**src/rtl/muldiv_unit_pkg.sv**
```systemverilog
// Shared opcodes, widths and FSM encodings for the multiply/divide unit.
package muldiv_unit_pkg;

   localparam int unsigned ALUOP_W = 6;
   localparam int unsigned WORD_W  = 32;
   localparam int unsigned DWORD_W = 64;
   localparam int unsigned DIV_CYC = 32;

   localparam logic [ALUOP_W-1:0] ALU_NOP   = 6'h00;
   localparam logic [ALUOP_W-1:0] ALU_MULT  = 6'h10;
   localparam logic [ALUOP_W-1:0] ALU_MULTU = 6'h11;
   localparam logic [ALUOP_W-1:0] ALU_MUL   = 6'h12;
   localparam logic [ALUOP_W-1:0] ALU_MADD  = 6'h13;
   localparam logic [ALUOP_W-1:0] ALU_MADDU = 6'h14;
   localparam logic [ALUOP_W-1:0] ALU_MSUB  = 6'h15;
   localparam logic [ALUOP_W-1:0] ALU_MSUBU = 6'h16;
   localparam logic [ALUOP_W-1:0] ALU_DIV   = 6'h17;
   localparam logic [ALUOP_W-1:0] ALU_DIVU  = 6'h18;

   localparam logic [1:0] MD_IDLE = 2'd0;
   localparam logic [1:0] MD_MUL  = 2'd1;
   localparam logic [1:0] MD_DIV  = 2'd2;
   localparam logic [1:0] MD_DONE = 2'd3;

   function automatic logic is_mul_op(logic [ALUOP_W-1:0] op);
      return op inside {ALU_MULT, ALU_MULTU, ALU_MUL, ALU_MADD, ALU_MADDU, ALU_MSUB, ALU_MSUBU};
   endfunction

   function automatic logic is_div_op(logic [ALUOP_W-1:0] op);
      return op inside {ALU_DIV, ALU_DIVU};
   endfunction

   function automatic logic is_signed_op(logic [ALUOP_W-1:0] op);
      return op inside {ALU_MULT, ALU_MUL, ALU_MADD, ALU_MSUB, ALU_DIV};
   endfunction

endpackage

```
**src/rtl/muldiv_unit_div_iter.sv**
```systemverilog
// Restoring radix-2 divider core on unsigned magnitudes, one quotient bit per cycle.
module muldiv_unit_div_iter
   import muldiv_unit_pkg::*;
(
   input  logic        clk_i,
   input  logic        rst_i,
   input  logic        flush_i,
   input  logic        start_i,
   input  logic [31:0] dividend_i,
   input  logic [31:0] divisor_i,
   output logic        busy_o,
   output logic        done_o,
   output logic [31:0] q_o,
   output logic [31:0] r_o
);

   logic [31:0] rem_q, rem_d, quo_q, quo_d, dsr_q, dsr_d;
   logic [5:0]  cnt_q, cnt_d;
   logic        busy_q, busy_d, done_q, done_d;
   logic [32:0] trial, diff;

   always_comb begin
      rem_d  = rem_q;
      quo_d  = quo_q;
      dsr_d  = dsr_q;
      cnt_d  = cnt_q;
      busy_d = busy_q;
      done_d = 1'b0;
      trial  = {rem_q, quo_q[31]};
      diff   = trial - {1'b0, dsr_q};
      if (flush_i) begin
         busy_d = 1'b0;
      end else if (start_i) begin
         rem_d  = '0;
         quo_d  = dividend_i;
         dsr_d  = divisor_i;
         cnt_d  = 6'(DIV_CYC);
         busy_d = 1'b1;
      end else if (busy_q) begin
         // diff[32] is the borrow: set means the trial subtraction must be undone
         rem_d = diff[32] ? trial[31:0] : diff[31:0];
         quo_d = {quo_q[30:0], ~diff[32]};
         cnt_d = cnt_q - 6'd1;
         if (cnt_q == 6'd1) begin
            busy_d = 1'b0;
            done_d = 1'b1;
         end
      end
   end

   always_ff @(posedge clk_i) begin
      if (rst_i) begin
         rem_q  <= '0;
         quo_q  <= '0;
         dsr_q  <= '0;
         cnt_q  <= '0;
         busy_q <= 1'b0;
         done_q <= 1'b0;
      end else begin
         rem_q  <= rem_d;
         quo_q  <= quo_d;
         dsr_q  <= dsr_d;
         cnt_q  <= cnt_d;
         busy_q <= busy_d;
         done_q <= done_d;
      end
   end

   assign busy_o = busy_q;
   assign done_o = done_q;
   assign q_o    = quo_q;
   assign r_o    = rem_q;

endmodule

```
**src/rtl/muldiv_unit.sv**
```systemverilog
// Multi-cycle multiply/divide engine for the EX stage; produces {hi,lo} or {remainder,quotient}.
// Define MULDIV_DIV_EN to build the divider; otherwise div-class ops return 0 after one cycle.
module muldiv_unit
   import muldiv_unit_pkg::*;
(
   input  logic                clk,
   input  logic                rst,
   input  logic                flush,
   input  logic [ALUOP_W-1:0]  aluop,
   input  logic [WORD_W-1:0]   srcA,
   input  logic [WORD_W-1:0]   srcB,
   output logic                stallreq,
   output logic                res_vld,
   output logic [DWORD_W-1:0]  mdres
);

   logic [1:0]  state_q, state_d;
   logic        mul_ph_q, mul_ph_d;
   logic        neg_q, neg_d;
   logic [63:0] mdres_q, mdres_d;
   logic [31:0] pp_ll_q, pp_lh_q, pp_hl_q, pp_hh_q;
   logic        is_mul, is_div, sgn;
   logic [31:0] a_mag, b_mag;
   logic [63:0] prod_mag, prod;

   assign is_mul = is_mul_op(aluop);
   assign is_div = is_div_op(aluop);
   assign sgn    = is_signed_op(aluop);
   assign a_mag  = (sgn && srcA[31]) ? (~srcA + 32'd1) : srcA;
   assign b_mag  = (sgn && srcB[31]) ? (~srcB + 32'd1) : srcB;

   assign prod_mag = {pp_hh_q, pp_ll_q} + {16'd0, pp_lh_q, 16'd0} + {16'd0, pp_hl_q, 16'd0};
   assign prod     = neg_q ? (~prod_mag + 64'd1) : prod_mag;

`ifdef MULDIV_DIV_EN
   logic        div_start, div_busy, div_done;
   logic [31:0] div_q, div_r, q_fix, r_fix;
   logic        rneg_q, rneg_d;

   assign q_fix = neg_q ? (~div_q + 32'd1) : div_q;
   assign r_fix = rneg_q ? (~div_r + 32'd1) : div_r;

   muldiv_unit_div_iter u_div_iter (
      .clk_i      (clk),
      .rst_i      (rst),
      .flush_i    (flush),
      .start_i    (div_start),
      .dividend_i (a_mag),
      .divisor_i  (b_mag),
      .busy_o     (div_busy),
      .done_o     (div_done),
      .q_o        (div_q),
      .r_o        (div_r)
   );
`endif

   always_comb begin
      state_d  = state_q;
      mul_ph_d = mul_ph_q;
      neg_d    = neg_q;
      mdres_d  = mdres_q;
`ifdef MULDIV_DIV_EN
      div_start = 1'b0;
      rneg_d    = rneg_q;
`endif
      case (state_q)
         MD_IDLE: begin
            if (is_mul) begin
               state_d  = MD_MUL;
               mul_ph_d = 1'b0;
               neg_d    = sgn & (srcA[31] ^ srcB[31]);
            end else if (is_div) begin
`ifdef MULDIV_DIV_EN
               if (srcB == 32'd0) begin
                  state_d = MD_DONE;
                  mdres_d = {srcA, 32'hFFFF_FFFF};
               end else begin
                  state_d   = MD_DIV;
                  div_start = 1'b1;
                  neg_d     = sgn & (srcA[31] ^ srcB[31]);
                  rneg_d    = sgn & srcA[31];
               end
`else
               state_d = MD_DONE;
               mdres_d = '0;
`endif
            end
         end
         MD_MUL: begin
            if (!mul_ph_q) begin
               mul_ph_d = 1'b1;
            end else begin
               mdres_d = prod;
               state_d = MD_DONE;
            end
         end
         MD_DIV: begin
`ifdef MULDIV_DIV_EN
            if (div_done) begin
               mdres_d = {r_fix, q_fix};
               state_d = MD_DONE;
            end else if (!div_busy) begin
               state_d = MD_IDLE;
            end
`else
            state_d = MD_IDLE;
`endif
         end
         default: state_d = MD_IDLE;
      endcase
      // A flush abandons the op without touching the held result
      if (flush) begin
         state_d = MD_IDLE;
         mdres_d = mdres_q;
`ifdef MULDIV_DIV_EN
         div_start = 1'b0;
`endif
      end
   end

   always_ff @(posedge clk) begin
      if (rst) begin
         state_q  <= MD_IDLE;
         mul_ph_q <= 1'b0;
         neg_q    <= 1'b0;
         mdres_q  <= '0;
         pp_ll_q  <= '0;
         pp_lh_q  <= '0;
         pp_hl_q  <= '0;
         pp_hh_q  <= '0;
      end else begin
         state_q  <= state_d;
         mul_ph_q <= mul_ph_d;
         neg_q    <= neg_d;
         mdres_q  <= mdres_d;
         if (state_q == MD_MUL && !mul_ph_q) begin
            pp_ll_q <= {16'd0, a_mag[15:0]}  * {16'd0, b_mag[15:0]};
            pp_lh_q <= {16'd0, a_mag[15:0]}  * {16'd0, b_mag[31:16]};
            pp_hl_q <= {16'd0, a_mag[31:16]} * {16'd0, b_mag[15:0]};
            pp_hh_q <= {16'd0, a_mag[31:16]} * {16'd0, b_mag[31:16]};
         end
      end
   end

`ifdef MULDIV_DIV_EN
   always_ff @(posedge clk) begin
      if (rst) rneg_q <= 1'b0;
      else     rneg_q <= rneg_d;
   end
`endif

   assign stallreq = !rst && !flush &&
                     ((state_q == MD_IDLE && (is_mul || is_div)) ||
                      state_q == MD_MUL || state_q == MD_DIV);
   assign res_vld  = !rst && !flush && (state_q == MD_DONE);
   assign mdres    = mdres_q;

endmodule

```
**config.mk**
```make
export PLATFORM = sky130hd
export DESIGN_NAME = muldiv_unit
export DESIGN_NICKNAME = d
export VERILOG_FILES = /design/src/rtl/muldiv_unit_pkg.sv /design/src/rtl/muldiv_unit_div_iter.sv /design/src/rtl/muldiv_unit.sv
export SDC_FILE = /design/constraint.sdc
export NUM_CORES = 2
export LEC_CHECK = 0
export BUFFER_PORTS_ARGS = -buffer_cell sky130_fd_sc_hd__buf_2
export CELL_PAD_IN_SITES_DETAIL_PLACEMENT = 1
export CELL_PAD_IN_SITES_GLOBAL_PLACEMENT = 1
export CORE_UTILIZATION = 50
export CTS_CLUSTER_DIAMETER = 200
export DETAILED_ROUTE_END_ITERATION = 8
export PLACE_DENSITY_LB_ADDON = 0.3
export SYNTH_ARGS = -nofsm -noshare
export SYNTH_HDL_FRONTEND = slang
export SYNTH_SLANG_ARGS = --single-unit
```
**constraint.sdc**
```tcl
create_clock -name clk -period 26.8 [get_ports clk]
set_input_delay 4.02 -clock clk [delete_from_list [all_inputs] [get_ports clk]]
set_output_delay 4.02 -clock clk [all_outputs]
set_load 0.02 [all_outputs]
```
==> results.yml <==
timing:
  finalWorstPathRequiredPeriod_ps: 13920
  pins_over_slew_limit: 0
  max_clock_freq_mhz: 71.8
  timing.final.crit_share: 0.519
  finalClockSkew_ps: 24.6
  tns_ps: 0
  rsz_0062_raised_after_global_routing: "false"
  finalHoldViolCount: 0
  max-slew-margin-rel: 0.0621
  final_number_of_setup_violating_endpoints: 0
  tightestPinTransition_ps: 1390
setup_path:
  criticalPathCategory: "primary input to flip-flop"
  cp_slowest_cell: "sky130_fd_sc_hd__xnor2_2"
  cp-startpoint: "srcB[0]"
  cp_common_cell: "sky130_fd_sc_hd__fa_1"
  timing.critical_path.to_type: "flip-flop"
  worst-endpoint-required_ps: 27110
  critical_path_end: "pp_hh_q[31]"
  worst_setup_path_start_kind: "primary input"
  r2r-end: "mdres[54]"
  reg2reg_setup_slack_ps: 20520
  critical_path.max_stage_delay_ps: 1090
  critical_path.reg2reg.startpoint: "pp_ll_q[17]"
  cell_depth_of_the_worst_setup_path: 34
  path_buf_inv: 7
  reg2reg_depth: 14
  path_delay_family: "adder cells"
  cp_data_arrival_time_ps: 14230
  crit_path_max_fanout: 20
synthesis:
  synth_cell_types: 75
  syn-num-nets: 6819
  postSynth.topFlopCell: "sky130_fd_sc_hd__dfxtp_1"
  synth_edf_count: 0
  sequential_element_share_of_the_synthesized_area: 0.0870
  post_synth_main_area_contributors: "sky130_fd_sc_hd__fa_1 (36%), sky130_fd_sc_hd__ha_1 (13%), sky130_fd_sc_hd__dfxtp_1 (8.7%)"
  synth_top_area_cell: "sky130_fd_sc_hd__fa_1"
  ys.warnings.count: 0
  synth_cells: 5486
  per_instance_average_area_after_synthesis_um2: 8.22
  syn-cell-area_mm2: 0.0451
  ys_async_sr_fraction: 0
  synth.ff_latch_count: 196
  synth_top_area_share: 0.359
global_route:
  globalRoute.totalOverflow: 0
  track_usage: 0.374
  grt_max_degree: 108
  initial_antenna_violation_count: 10
  wire_length_of_the_first_global_routing_pass_um: 256000
  via_count_of_the_first_global_routing_pass: 43200
min_path:
  worst_hold_path_type: "flip-flop to flip-flop"
clock_tree:
  clk-insertion-delay-late_ps: 480
  cts_sink_count: 196
  post-cts-setup-buffers: 0
  num_cts_buffers: 17
  h-tree-depth: 4
  clkTransAtPathRegs_ps: 80
  post_cts.resized_instances: 0
  clk_root_buffer_cell: "sky130_fd_sc_hd__clkbuf_16"
  cts_tree: "yes"
  cts-root-to-sink-buffers: 2
  holdBufCountCts: 0
die:
  dieWidth_um: 302
  dieArea_mm2: 0.0914
  core_area_mm2: 0.0889
  die_height_um: 302
  rows: 109
  start_util: 0.507
  io-pin-count: 139
detailed_routing:
  route.detailed.drc: 0
  route.vias.total: 39600
  drtPass1Iterations: 5
  routed_wire_length_per_instance_um: 25.0
  mean_number_of_vias_per_cell: 5.93
  drt-initial-drc-count: 3355
  drt.antenna.violating_nets: 0
  finalWirelength_um: 167000
placement:
  port_buffers: 138
  gp_congestion: 1.00
  dp_hpwl_um: 133000
cells_and_area:
  multi_input_area_mm2: 0.0374
  layout-drive-gt1-share: 0.0713
  filler_cell_count: 10800
  final_net_count: 6835
  synthToLayoutAreaGrowth_pct: 7.39
  sequential_cell_area_mm2: 0.00393
status:
  status: "completed"
job:
  maxCapViolCount: 0
[logic make-up after synthesis]
group / after synthesis / share of synthesized area
buffers and inverters: 1181 / 0.0985
AO/OA/AOI/OAI: 693 / 0.0971
XOR/XNOR: 312 / 0.0606
AND/OR/NAND/NOR: 1836 / 0.171
adder cells (fa/ha/maj): 1260 / 0.484
flip-flops: 196 / 0.0870
multiplexers: 8 / 0.00180
[registers in the layout, summed over array words and instances (netlist names)]
| register | count |
|---|---|
| neg_q | 1 |
| state_q | 2 |
| mdres | 64 |
| pp_lh_q | 32 |
| pp_hh_q | 32 |
| pp_ll_q | 32 |
| pp_hl_q | 32 |
| mul_ph_q | 1 |
[area by class of cell]
class | instances | share of cell area
clock buffer | 17 | 0.00878
clock inverter | 15 | 0.00344
inverter | 922 | 0.0715
timing repair buffer | 256 | 0.0327
multi-input combinational | 4109 | 0.772
antenna | 7 | 0.000362
tap | 1165 | 0.0301
sequential | 196 | 0.0811
[cell usage in the layout (no fill, tap or decap), types with 18 or more instances in the layout]
master	synthesis	routed
sky130_fd_sc_hd__buf_4	0	118
sky130_fd_sc_hd__or3_1	28	27
sky130_fd_sc_hd__nor3_1	50	50
sky130_fd_sc_hd__xnor2_2	0	28
sky130_fd_sc_hd__inv_1	922	922
sky130_fd_sc_hd__xor2_1	124	100
sky130_fd_sc_hd__fa_1	809	809
sky130_fd_sc_hd__nand2_1	883	883
sky130_fd_sc_hd__nand3_1	56	56
sky130_fd_sc_hd__a22oi_1	34	34
sky130_fd_sc_hd__nor4_1	18	18
sky130_fd_sc_hd__o31ai_1	29	29
sky130_fd_sc_hd__a31oi_1	21	21
sky130_fd_sc_hd__xnor2_1	188	149
sky130_fd_sc_hd__nand2b_1	25	25
sky130_fd_sc_hd__nor2_1	643	642
sky130_fd_sc_hd__xor2_2	0	20
sky130_fd_sc_hd__o21a_1	24	24
sky130_fd_sc_hd__a211oi_1	28	28
sky130_fd_sc_hd__and2_1	22	22
sky130_fd_sc_hd__a21oi_1	249	249
sky130_fd_sc_hd__a21o_1	63	63
sky130_fd_sc_hd__o21ai_0	120	119
sky130_fd_sc_hd__and3_1	18	18
sky130_fd_sc_hd__buf_2	0	137
sky130_fd_sc_hd__ha_1	451	451
sky130_fd_sc_hd__dfxtp_1	196	195
[worst min-delay path, delay by kind of cell, from the launching register on]
kind,cells,cell delay (ps)
and+or+nand+nor,1,50
AOI/OAI and AO/OA,1,50
DFF,1,310
[synthesized netlist by cell type, types with 24 or more instances]
master / count
sky130_fd_sc_hd__dfxtp_1: 196
sky130_fd_sc_hd__xor2_1: 124
sky130_fd_sc_hd__fa_1: 809
sky130_fd_sc_hd__o21ai_0: 120
sky130_fd_sc_hd__a22oi_1: 34
sky130_fd_sc_hd__or3_1: 28
sky130_fd_sc_hd__ha_1: 451
sky130_fd_sc_hd__o21a_1: 24
sky130_fd_sc_hd__xnor2_1: 188
sky130_fd_sc_hd__inv_1: 922
sky130_fd_sc_hd__nor3_1: 50
sky130_fd_sc_hd__nand2b_1: 25
sky130_fd_sc_hd__nor2_1: 643
sky130_fd_sc_hd__nand3_1: 56
sky130_fd_sc_hd__a21o_1: 63
sky130_fd_sc_hd__clkbuf_1: 255
sky130_fd_sc_hd__a21oi_1: 249
sky130_fd_sc_hd__nand2_1: 883
sky130_fd_sc_hd__a211oi_1: 28
sky130_fd_sc_hd__o31ai_1: 29
[metrics by stage]
step           area [um2]  worst slack [ps]  utilization  hold slack (ps)  instances
2_1_floorplan       45100             14400            -              436       5486
3_3_place_gp        47800             12890        0.538              431       6648
3_5_place_dp        47800             12660        0.538              441       6648
4_1_cts             48400             13150        0.544              452       6680
5_1_grt             48400             12170        0.544              481       6683
6_report            48400             12880        0.545              449       6687
[metal layers]
metal  track usage  wire length (um)  up-vias
li1              -                 -    17100
met1         0.482             66600    20100
met2         0.579             72900     1888
met3        0.0990             17700      484
met4         0.190             10100       12
met5             0                86        -
[how the worst min path moves through the flow]
stage                       end  depth (start not counted)         from
global route          mdres[59]                          2    mdres[59]
floorplan           pp_hh_q[16]                          2  pp_hh_q[16]
finish                mdres[61]                          2    mdres[61]
detailed placement    mdres[61]                          2    mdres[61]
CTS                   mdres[61]                          2    mdres[61]
global placement      mdres[62]                          2    mdres[62]
Power is left out: the tool's default activity adds up to more than one toggle a clock period on the data nets, which glitch-free logic cannot reach.
